**config.mk**
```make
export PLATFORM = sky130hd
export DESIGN_NAME = chip_config_shifter
export DESIGN_NICKNAME = d
export VERILOG_FILES = /design/src/rtl/chip_config_shifter.sv
export SDC_FILE = /design/constraint.sdc
export NUM_CORES = 1
export LEC_CHECK = 0
export BUFFER_PORTS_ARGS = -buffer_cell sky130_fd_sc_hd__buf_2
export CAP_MARGIN = 15
export CORE_MARGIN = 1
export CORE_UTILIZATION = 40
export DETAILED_ROUTE_END_ITERATION = 10
export GPL_TIMING_DRIVEN = 0
export PLACE_DENSITY_LB_ADDON = 0.05
export REMOVE_ABC_BUFFERS = 1
export SETUP_SLACK_MARGIN = 0.5
export SLEW_MARGIN = 20
export SYNTH_ARGS = -nofsm -noshare
export SYNTH_HDL_FRONTEND = slang
export SYNTH_SLANG_ARGS = --single-unit
```
**constraint.sdc**
```tcl
create_clock -name i_clk -period 3 [get_ports i_clk]
set_input_delay 0.15 -clock i_clk [delete_from_list [all_inputs] [get_ports i_clk]]
set_output_delay 0.15 -clock i_clk [all_outputs]
set_load 0.02 [all_outputs]
```
**src/rtl/chip_config_shifter.sv**
```systemverilog
// chip_config_shifter: serializes one configuration word onto the speckle
// sensor's 3-wire interface (sclk, sdata, load). Every state advance is gated
// by the clock divider's tick, so the divider alone sets the serial bit rate.
module chip_config_shifter #(
    parameter int unsigned NB_DATA   = 16,
    parameter bit          LSB_FIRST = 1'b0
) (
    input  logic               i_clk,
    input  logic               i_rst,
    input  logic               i_tick,
    input  logic               i_start,
    input  logic [NB_DATA-1:0] i_data,
    output logic               o_sclk,
    output logic               o_sdata,
    output logic               o_load,
    output logic               o_busy,
    output logic               o_done
);

    localparam int unsigned CNT_W = $clog2(NB_DATA);

    localparam logic [1:0] ST_IDLE  = 2'd0;
    localparam logic [1:0] ST_SETUP = 2'd1;
    localparam logic [1:0] ST_HIGH  = 2'd2;
    localparam logic [1:0] ST_LATCH = 2'd3;

    logic [1:0]         state;
    logic [NB_DATA-1:0] shreg;
    logic [CNT_W-1:0]   bit_cnt;
    logic [NB_DATA-1:0] shreg_next;
    logic               next_bit;

    // Shift toward the output end; next_bit is the bit that becomes current.
    always_comb begin
        if (LSB_FIRST) begin
            shreg_next = shreg >> 1;
            next_bit   = shreg[1];
        end else begin
            shreg_next = shreg << 1;
            next_bit   = shreg[NB_DATA-2];
        end
    end

    // Transfer FSM; all outputs are registered here.
    always_ff @(posedge i_clk) begin
        if (i_rst) begin
            state   <= ST_IDLE;
            shreg   <= '0;
            bit_cnt <= '0;
            o_sclk  <= 1'b0;
            o_sdata <= 1'b0;
            o_load  <= 1'b0;
            o_busy  <= 1'b0;
            o_done  <= 1'b0;
        end else begin
            o_done <= 1'b0;
            case (state)
                ST_IDLE: begin
                    // A tick coinciding with the start is deliberately ignored
                    // so data gets a full setup phase before the first edge.
                    if (i_start) begin
                        shreg   <= i_data;
                        bit_cnt <= CNT_W'(NB_DATA - 1);
                        o_sdata <= LSB_FIRST ? i_data[0] : i_data[NB_DATA-1];
                        o_busy  <= 1'b1;
                        state   <= ST_SETUP;
                    end
                end
                ST_SETUP: begin
                    if (i_tick) begin
                        o_sclk <= 1'b1;
                        state  <= ST_HIGH;
                    end
                end
                ST_HIGH: begin
                    if (i_tick) begin
                        o_sclk <= 1'b0;
                        if (bit_cnt == '0) begin
                            o_sdata <= 1'b0;
                            o_load  <= 1'b1;
                            state   <= ST_LATCH;
                        end else begin
                            shreg   <= shreg_next;
                            o_sdata <= next_bit;
                            bit_cnt <= bit_cnt - 1'b1;
                            state   <= ST_SETUP;
                        end
                    end
                end
                ST_LATCH: begin
                    if (i_tick) begin
                        o_load <= 1'b0;
                        o_busy <= 1'b0;
                        o_done <= 1'b1;
                        state  <= ST_IDLE;
                    end
                end
                default: state <= ST_IDLE;
            endcase
        end
    end

endmodule
```
==> results_dict.tcl, run 1 <==
set metrics [dict create \
    period_share_pct 71.70 \
    async_flop_share_pct 0 \
    grt_use_total_pct 15.50 \
    synth_area_um2 1272 \
    crit_buf_inv 2 \
    crit_required_ns 3.27 \
    rsz0062_at_grt "false" \
    worstReg2RegEnd "shreg[10]" \
    postPlaceCellArea_um2 1398 \
    synth_compound_area_share_pct 26.25 \
    cts_setup_buffers 0 \
    path_class "reg2reg" \
    drt-met1-wl_um 1103 \
    powerDensity_nw_per_um2 542.3 \
    root_buffer "clkbuf_4" \
    start_kind "flip-flop" \
    cp.arrival_ns 2.42 \
    cts_max_path_buffers 2 \
    postLayoutCoreUtil_pct 47.36 \
    synth-edff-count 0 \
    place_hpwl_um 1524 \
    fp-row-count 20 \
    slew_violations 0 \
    rrSetupSlack_ns 0.85 \
    cts-buffers-inserted 3 \
    synth.most_common_cell "dfxtp_1" \
    first_pass_iters 6 \
    critPathMaxStageDelay_ns 0.65 \
    htree_levels 1 \
    ir_drop_mv 0.2280 \
    muxShareOfSynthArea_pct 11.01 \
    synth_ff_type "dfxtp_1" \
    synth-seq-area-share_pct 40.90 \
    synth_top_family_by_area "compound AO/OA/AOI/OAI gates" \
    grt_pass1_wl_um 4015 \
    status "complete, but fails checks" \
    dieArea_um2 3411 \
    wire_per_inst_um 11.91 \
    fin_crit_ns 2.151 \
    rr_startpoint "bit_cnt[0]" \
    clock_sinks 26 \
    dieHeight_um 58.40 \
    yosysWarnings 0 \
    postSynthCellCount 127 \
    rr_worst_depth 7 \
    slowest_stage "a221oi_4" \
    vias 948 \
    crit_family "compound AO/OA/AOI/OAI gates" \
    fin_area_um2 1434 \
    wl_met3_um 64 \
    grt-ovfl-total 0 \
    leakage_nw 0.6397 \
    grt_pass1_vias 923 \
    violations "design-rule violations" \
    grt_max_degree 29 \
    yosys.area.top_type_share_pct 40.90 \
    synth_area_leaders "dfxtp_1 41%, a211oi_2 14%, mux2i_1 11%, nor2_1 5.6%, a21oi_1 3.5%" \
    holdPathEnd "shreg[0]" \
    cts.hold.buffers_added 0 \
    crit_chain "inv_1 > ha_1 > nor3b_2 > a221oi_4 > buf_6 > nor2_1 > a211oi_2" \
    synth-simple-area-share_pct 14.55 \
    highest_layer "met4" \
    start_util_pct 42.02 \
    first_iter_violations 10 \
    fmax_mhz 464.9 \
    fin_tns_setup_ns 0 \
    min_from "i_data[0]" \
    diodes 0 \
    synth_cell_types 32 \
    synth_xor_area_share_pct 0 \
    hp-class "in2reg" \
    hold_viol 0 \
    slew_headroom_pct 26.98 \
    cts.reportedPaths.clkPinSlew_ns 0.15 \
    clkLatencyLatePin_ns 0.33 \
    finalNetCount 168 \
    cts_resized 0 \
    met2_length_um 1049 \
    area_growth_pct 12.68 \
    cts_tree "built" \
    core_area_um2 3028 \
    worst_setup_path_end_kind "flip-flop" \
    setup_viol 0 \
    port_buffers 24 \
    globalplace.congestion 0.6337 \
    worst_pin_slew_ns 1.095 \
    syn_avg_cell_area_um2 10.02 \
    drive_above_1_share_pct 32.19 \
    wirelength_um 2262 \
    antenna_found_initial 0 \
    synthAdderAreaFrac_pct 0.9833 \
    cp_max_fo 17 \
    maxCapViolCount 0 \
    via_per_inst 4.989 \
    synthTopCellsByCount "26 x dfxtp_1, 19 x nor2_1, 14 x a211oi_2, 14 x mux2i_1, 9 x a21oi_1" \
    pin_count 25 \
    yosys_register_bits 26 \
    ant_nets 0 \
    hold_depth 3 \
    drc 1 \
    die_w_um 58.40 \
    skew_ns 0.008727 \
    synth_top_cell_by_area "dfxtp_1" \
]
-- area by class of cell --
| class | count | area [µm²] |
|---|---|---|
| Fill cell | 298 | 1594 |
| Multi-Input combinational cell | 86 | 671.9 |
| Sequential cell | 26 | 520.5 |
| Timing Repair Buffer | 25 | 131.4 |
| Tap cell | 44 | 55.05 |
| Clock buffer | 4 | 36.28 |
| Inverter | 5 | 18.77 |
-- per-stage QoR --
| stage | setup slack (ns) | instances | hold slack (ns) | total power, mW |
|---|---|---|---|---|
| 3_5_place_dp | 0.8355 | 186 | 0.4226 | 0.6037 |
| 6_report | 0.8491 | 190 | 0.05637 | 0.7775 |
| 3_3_place_gp | 0.6056 | 185 | 0.4129 | 0.5928 |
| 4_1_cts | 0.8143 | 190 | 0.05207 | 0.7859 |
| 5_1_grt | 0.6294 | 190 | 0.03068 | 0.8303 |
| 2_1_floorplan | 0.8843 | 117 | 0.2146 | 0.5477 |
-- cell families (layout without fill, tap and decap cells) --
group,after synthesis,after routing
adders and majority gates,1,1
and+or+nand+nor,35,35
AOI/OAI and AO/OA,36,36
muxes,14,14
buffers and inverters,15,34
DFF,26,26
-- worst reg2reg max path, stage by stage, from the launching register on --
cell and delay (ns):
dfxtp_1 0.40, inv_1 0.06, ha_1 0.23, nor3b_2 0.21, a221oi_4 0.65, buf_6 0.29, nor2_1 0.07, a211oi_2 0.18
-- state kept, by name (all words and copies together) (netlist names) --
register,count
bit_cnt,4
o_done,1
shreg,15
o_busy,1
o_sdata,1
o_sclk,1
state,2
o_load,1
-- worst max-delay path by stage --
| stage | start | to | slack [ns] | depth (start not counted) |
|---|---|---|---|---|
| after CTS | bit_cnt[0] | shreg[10] | 0.81 | 7 |
| after global routing | bit_cnt[0] | shreg[13] | 0.63 | 7 |
| final | bit_cnt[0] | shreg[10] | 0.85 | 7 |
| after floorplan | bit_cnt[0] | shreg[10] | 0.88 | 6 |
| after detailed placement | bit_cnt[0] | shreg[10] | 0.84 | 7 |
| after global placement | bit_cnt[0] | shreg[2] | 0.61 | 6 |
-- cell usage in the layout, fill, tap and decap left out, types with 3 or more instances in the layout --
master,n
dfxtp_1,26
buf_2,24
nor2_1,19
mux2i_1,14
a211oi_2,14
a21oi_1,9
inv_1,5
nand2b_1,4
a211oi_1,3
a31oi_1,3
clkbuf_4,3
-- layer usage --
metal  vias up  GRT usage, %
li1        493             -
met5         -             0
met1       434         20.36
met4         0         8.844
met2        16         23.97
met3         5         2.857
-- power breakdown --
part	internal [mW]	switching, mW
Clock	0.0744	0.110
Combinational	0.0805	0.101
Sequential	0.384	0.0272
Total	0.539	0.239
(Power assumes the default switching activity.)
==> inputs of run 2 (changes only) <==
- clock period: 3 -> 2.2 ns (I/O delays scaled with it)
==> results_dict.tcl, run 2 (synthesis gave the netlist of run 1 again) <==
set metrics [dict create \
    grt_pass1_vias 997 \
    worst_pin_slew_ns 0.6421 \
    drive_above_1_share_pct 40.51 \
    die_w_um 58.40 \
    maxCapViolCount 0 \
    p_sw_share_pct 30.69 \
    fmax_mhz 613.8 \
    grt_pass1_wl_um 4284 \
    top_regs "shreg: 15 flops, bit_cnt: 4 flops, state: 2 flops" \
    leakage_nw 0.7095 \
    port_buffers 24 \
    fillers 291 \
    multi_input_area_um2 703.2 \
    slew_headroom_pct 57.19 \
    start_kind "flip-flop" \
    p_clk_share_pct 22.4 \
    first_iter_violations 11 \
    clkLatencyLatePin_ns 0.33 \
    switchingPower_uw 347.7 \
    drt-met1-wl_um 1190 \
    cts-buffers-inserted 3 \
    htree_levels 1 \
    start_util_pct 42.02 \
    clock_sinks 26 \
    status "complete, but fails checks" \
    core_area_um2 3028 \
    fin_tns_setup_ns 0 \
    area_growth_pct 23.60 \
    antenna_found_initial 0 \
    setup_viol 0 \
    grt_use_total_pct 16.53 \
    first_pass_iters 6 \
    place_hpwl_um 1524 \
    rsz0062_at_grt "false" \
    fp-row-count 20 \
    period_share_pct 74.05 \
    cp.arrival_ns 1.89 \
    largest_reg_flops 15 \
    wl_met3_um 64 \
    powerDensity_nw_per_um2 720.4 \
    pin_count 25 \
    cp_max_fo 5 \
    layout_commonest_cell "buf_2" \
    worst_setup_path_end_kind "flip-flop" \
    diodes 0 \
    cts.reportedPaths.clkPinSlew_ns 0.15 \
    wire_per_inst_um 12.33 \
    path_class "reg2reg" \
    via_per_inst 4.995 \
    p_seq_share_pct 49.7 \
    hold_viol 0 \
    ant_nets 0 \
    cts_tree "built" \
    highest_layer "met4" \
    drc 1 \
    grt-ovfl-total 0 \
    skew_ns 0.008889 \
    globalplace.congestion 0.6337 \
    root_buffer "clkbuf_4" \
    wirelength_um 2490 \
    p_comb_share_pct 27.9 \
    p_int_uw 785.3 \
    ir_drop_mv 0.3176 \
    layout_common_cells "24 x buf_2, 23 x dfxtp_1, 19 x nor2_1, 15 x a211oi_2, 14 x mux2i_1" \
    grt_max_degree 29 \
    met2_length_um 1189 \
    cts_max_path_buffers 2 \
    holdWs_ns 0.06873 \
    regMostFlops "shreg" \
    dieArea_um2 3411 \
    vias 1009 \
    crit_required_ns 2.46 \
    fin_crit_ns 1.629 \
    dieHeight_um 58.40 \
    slew_violations 0 \
    violations "design-rule violations" \
    hp-class "in2reg" \
    seq_area_um2 524.3 \
    finalNetCount 180 \
]
==> run 2: power by group through the flow <==
stage                     combinational, mW  sequential (mW)  clock (mW)
after floorplan                       0.176            0.571           0
after global placement                0.239            0.569           0
after detailed placement              0.252            0.571           0
after CTS                             0.284            0.563       0.258
after global routing                  0.352            0.570       0.283
final                                 0.316            0.563       0.253
==> run 2: layout make-up <==
class / instances / share of cell area (%)
sequential: 26 / 33.33
multi-input combinational: 86 / 44.71
clock buffer: 4 / 2.307
tap: 44 / 3.500
timing repair buffer: 37 / 14.96
inverter: 5 / 1.193
==> run 2: timing repair <==
action,in CTS,in global routing
pin swaps,1,3
hold endpoints to repair,0,1
gates resized for setup,10,5
setup buffers,4,4
hold buffers,0,1
gates cloned,2,1
setup endpoints to repair,20,17
==> run 2: worst paths after layout <==
path | startpoint | end | slack [ns] | cells after the start
worst max-delay path | bit_cnt[1] | shreg[6] | 0.57 | 8
worst min-delay path | i_tick | o_load | 0.07 | 2
worst max register to register | bit_cnt[1] | shreg[6] | 0.57 | 8
worst min register to register | shreg[0] | shreg[0] | 0.49 | 2
==> run 2: stage by stage <==
step,utilization (%),power [mW],setup WS [ns],instance area (µm²),instances
2_1_floorplan,-,0.7469,0.08429,1211,117
3_3_place_gp,45.79,0.8084,-0.1944,1386,185
3_5_place_dp,46.16,0.8232,0.03547,1398,186
4_1_cts,49.63,1.105,0.5055,1503,196
5_1_grt,51.94,1.205,0.5049,1573,202
6_report,51.94,1.133,0.5709,1573,202
==> run 2: worst max-delay path, cell delays in order, from the launching register on <==
cell	delay, ns
dfxtp_2	0.35
inv_1	0.09
ha_4	0.15
nor3b_4	0.28
a221oi_4	0.10
buf_6	0.16
buf_4	0.15
buf_4	0.13
a211oi_2	0.15
==> run 2: layer usage <==
metal | track usage, % | vias up
li1 | - | 519
met1 | 20.36 | 469
met2 | 27.59 | 16
met3 | 2.857 | 5
met4 | 8.844 | 0
met5 | 0 | -
==> inputs of run 3 (changes only) <==
- clock period: 2.2 -> 1.4 ns (I/O delays scaled with it)
==> results_dict.tcl, run 3 (synthesis gave the netlist of run 1 again) <==
set metrics [dict create \
    layout_commonest_cell "buf_2" \
    worst_pin_slew_ns 0.6693 \
    clock_sinks 26 \
    via_per_inst 5.067 \
    first_iter_violations 23 \
    clkLatencyLatePin_ns 0.33 \
    dieHeight_um 58.40 \
    antenna_found_initial 0 \
    cts-buffers-inserted 3 \
    root_buffer "clkbuf_4" \
    slew_violations 0 \
    worst_slack_ns -0.1518 \
    switchingPower_uw 576.3 \
    die_w_um 58.40 \
    cp_max_fo 6 \
    hp-class "in2reg" \
    setup_viol 18 \
    rsz0062_at_grt "true" \
    area_growth_pct 36.28 \
    dieArea_um2 3411 \
    start_kind "flip-flop" \
    ant_nets 0 \
    slew_headroom_pct 55.38 \
    fmax_mhz 644.4 \
    pin_count 25 \
    p_int_mw 1.282 \
    skew_ns 0.008170 \
    hold_viol 0 \
    status "complete, but fails checks" \
    fin_crit_ns 1.552 \
    grt_pass1_vias 1072 \
    p_seq_share_pct 48.1 \
    p_comb_share_pct 30.7 \
    period_share_pct 110.8 \
    grt-ovfl-total 0 \
    globalplace.congestion 0.6337 \
    leakage_nw 0.7708 \
    regMostFlops "shreg" \
    drc 0 \
    largest_reg_flops 15 \
    crit_required_ns 1.60 \
    layout.cells.non_filler 209 \
    port_buffers 24 \
    finalNetCount 187 \
    p_sw_share_pct 31.02 \
    diodes 0 \
    drive_above_1_share_pct 55.15 \
    fillers 283 \
    top_regs "shreg: 15 flops, bit_cnt: 4 flops, state: 2 flops" \
    place_inst 186 \
    maxCapViolCount 0 \
    place_hpwl_um 1524 \
    core_area_um2 3028 \
    start_util_pct 42.02 \
    fp-row-count 20 \
    first_pass_iters 6 \
    powerDensity_nw_per_um2 1071 \
    grt_pass1_wl_um 4719 \
    path_class "reg2reg" \
    htree_levels 1 \
    p_clk_share_pct 21.2 \
    wirelength_um 2701 \
    grt_use_total_pct 18.30 \
    ir_drop_mv 0.5026 \
    cts_tree "built" \
    holdWs_ns 0.03545 \
    cp.arrival_ns 1.76 \
    worst_setup_path_end_kind "flip-flop" \
    vias 1059 \
    layout_common_cells "19 x buf_2, 17 x dfxtp_1, 15 x a211oi_2, 14 x mux2i_1" \
    wire_per_inst_um 12.92 \
    cts.reportedPaths.clkPinSlew_ns 0.15 \
    cts_max_path_buffers 2 \
    grt_max_degree 29 \
    violations "negative setup slack" \
]
[run 3: path summary, 6_finish.rpt]
path              startpoint  endpoint  slack, ns  cells past startpoint
setup / recovery  bit_cnt[1]  shreg[0]      -0.15                      8
hold / removal        i_tick    o_load       0.04                      2
setup reg to reg  bit_cnt[1]  shreg[0]      -0.15                      8
hold reg to reg     shreg[0]  shreg[0]       0.50                      2
[run 3: layout make-up]
type / instances / area [µm²] / area share [%]
inverters: 5 / 18.77 / 1.082
flip-flops and latches: 26 / 536.8 / 30.95
repair buffers: 43 / 326.6 / 18.83
well taps: 44 / 55.05 / 3.175
clock buffers: 4 / 36.28 / 2.092
multi-input cells: 87 / 760.7 / 43.87
[run 3: critical path, cell delays in order (launching register included)]
cell and delay (ns):
dfxtp_2 0.37, inv_2 0.05, ha_4 0.15, nor3b_4 0.16
a221oi_4 0.25, buf_6 0.17, buf_6 0.13, nand2b_4 0.12
a21oi_2 0.04
[run 3: power groups by stage]
stage               Combinational [mW]  Clock, mW  Sequential, mW
finish                           0.571      0.394           0.893
CTS                              0.551      0.406           0.890
detailed placement               0.396          0           0.898
global placement                 0.376          0           0.894
floorplan                        0.276          0           0.897
global route                     0.626      0.445           0.905
[run 3: timing repair]
item | 4_1_cts | 5_1_grt
setup endpoints to repair | 29 | 30
pin swaps | 12 | 7
endpoints found under the hold margin | 1 | 0
resized for setup | 41 | 13
cloned | 4 | 0
hold buffers | 1 | 0
buffers inserted | 13 | 1
[run 3: layer usage]
metal / track usage (%) / share of wire [%]
met4: 8.844 / 1.7
met2: 30.21 / 49
met1: 23.38 / 47
met5: 0 / 0
met3: 2.857 / 2.3
[run 3: metrics by stage]
step	utilization, %	power [mW]	cell area (µm²)	setup TNS, ns	setup slack (ns)
finish	57.27	1.858	1734	-2.056	-0.1518
floorplan	-	1.174	1211	-12.67	-0.7157
global route	57.27	1.976	1734	-3.426	-0.2097
CTS	55.54	1.846	1682	-2.519	-0.1713
detailed placement	46.16	1.294	1398	-13.27	-0.7645
global placement	45.79	1.270	1386	-18.21	-0.9944
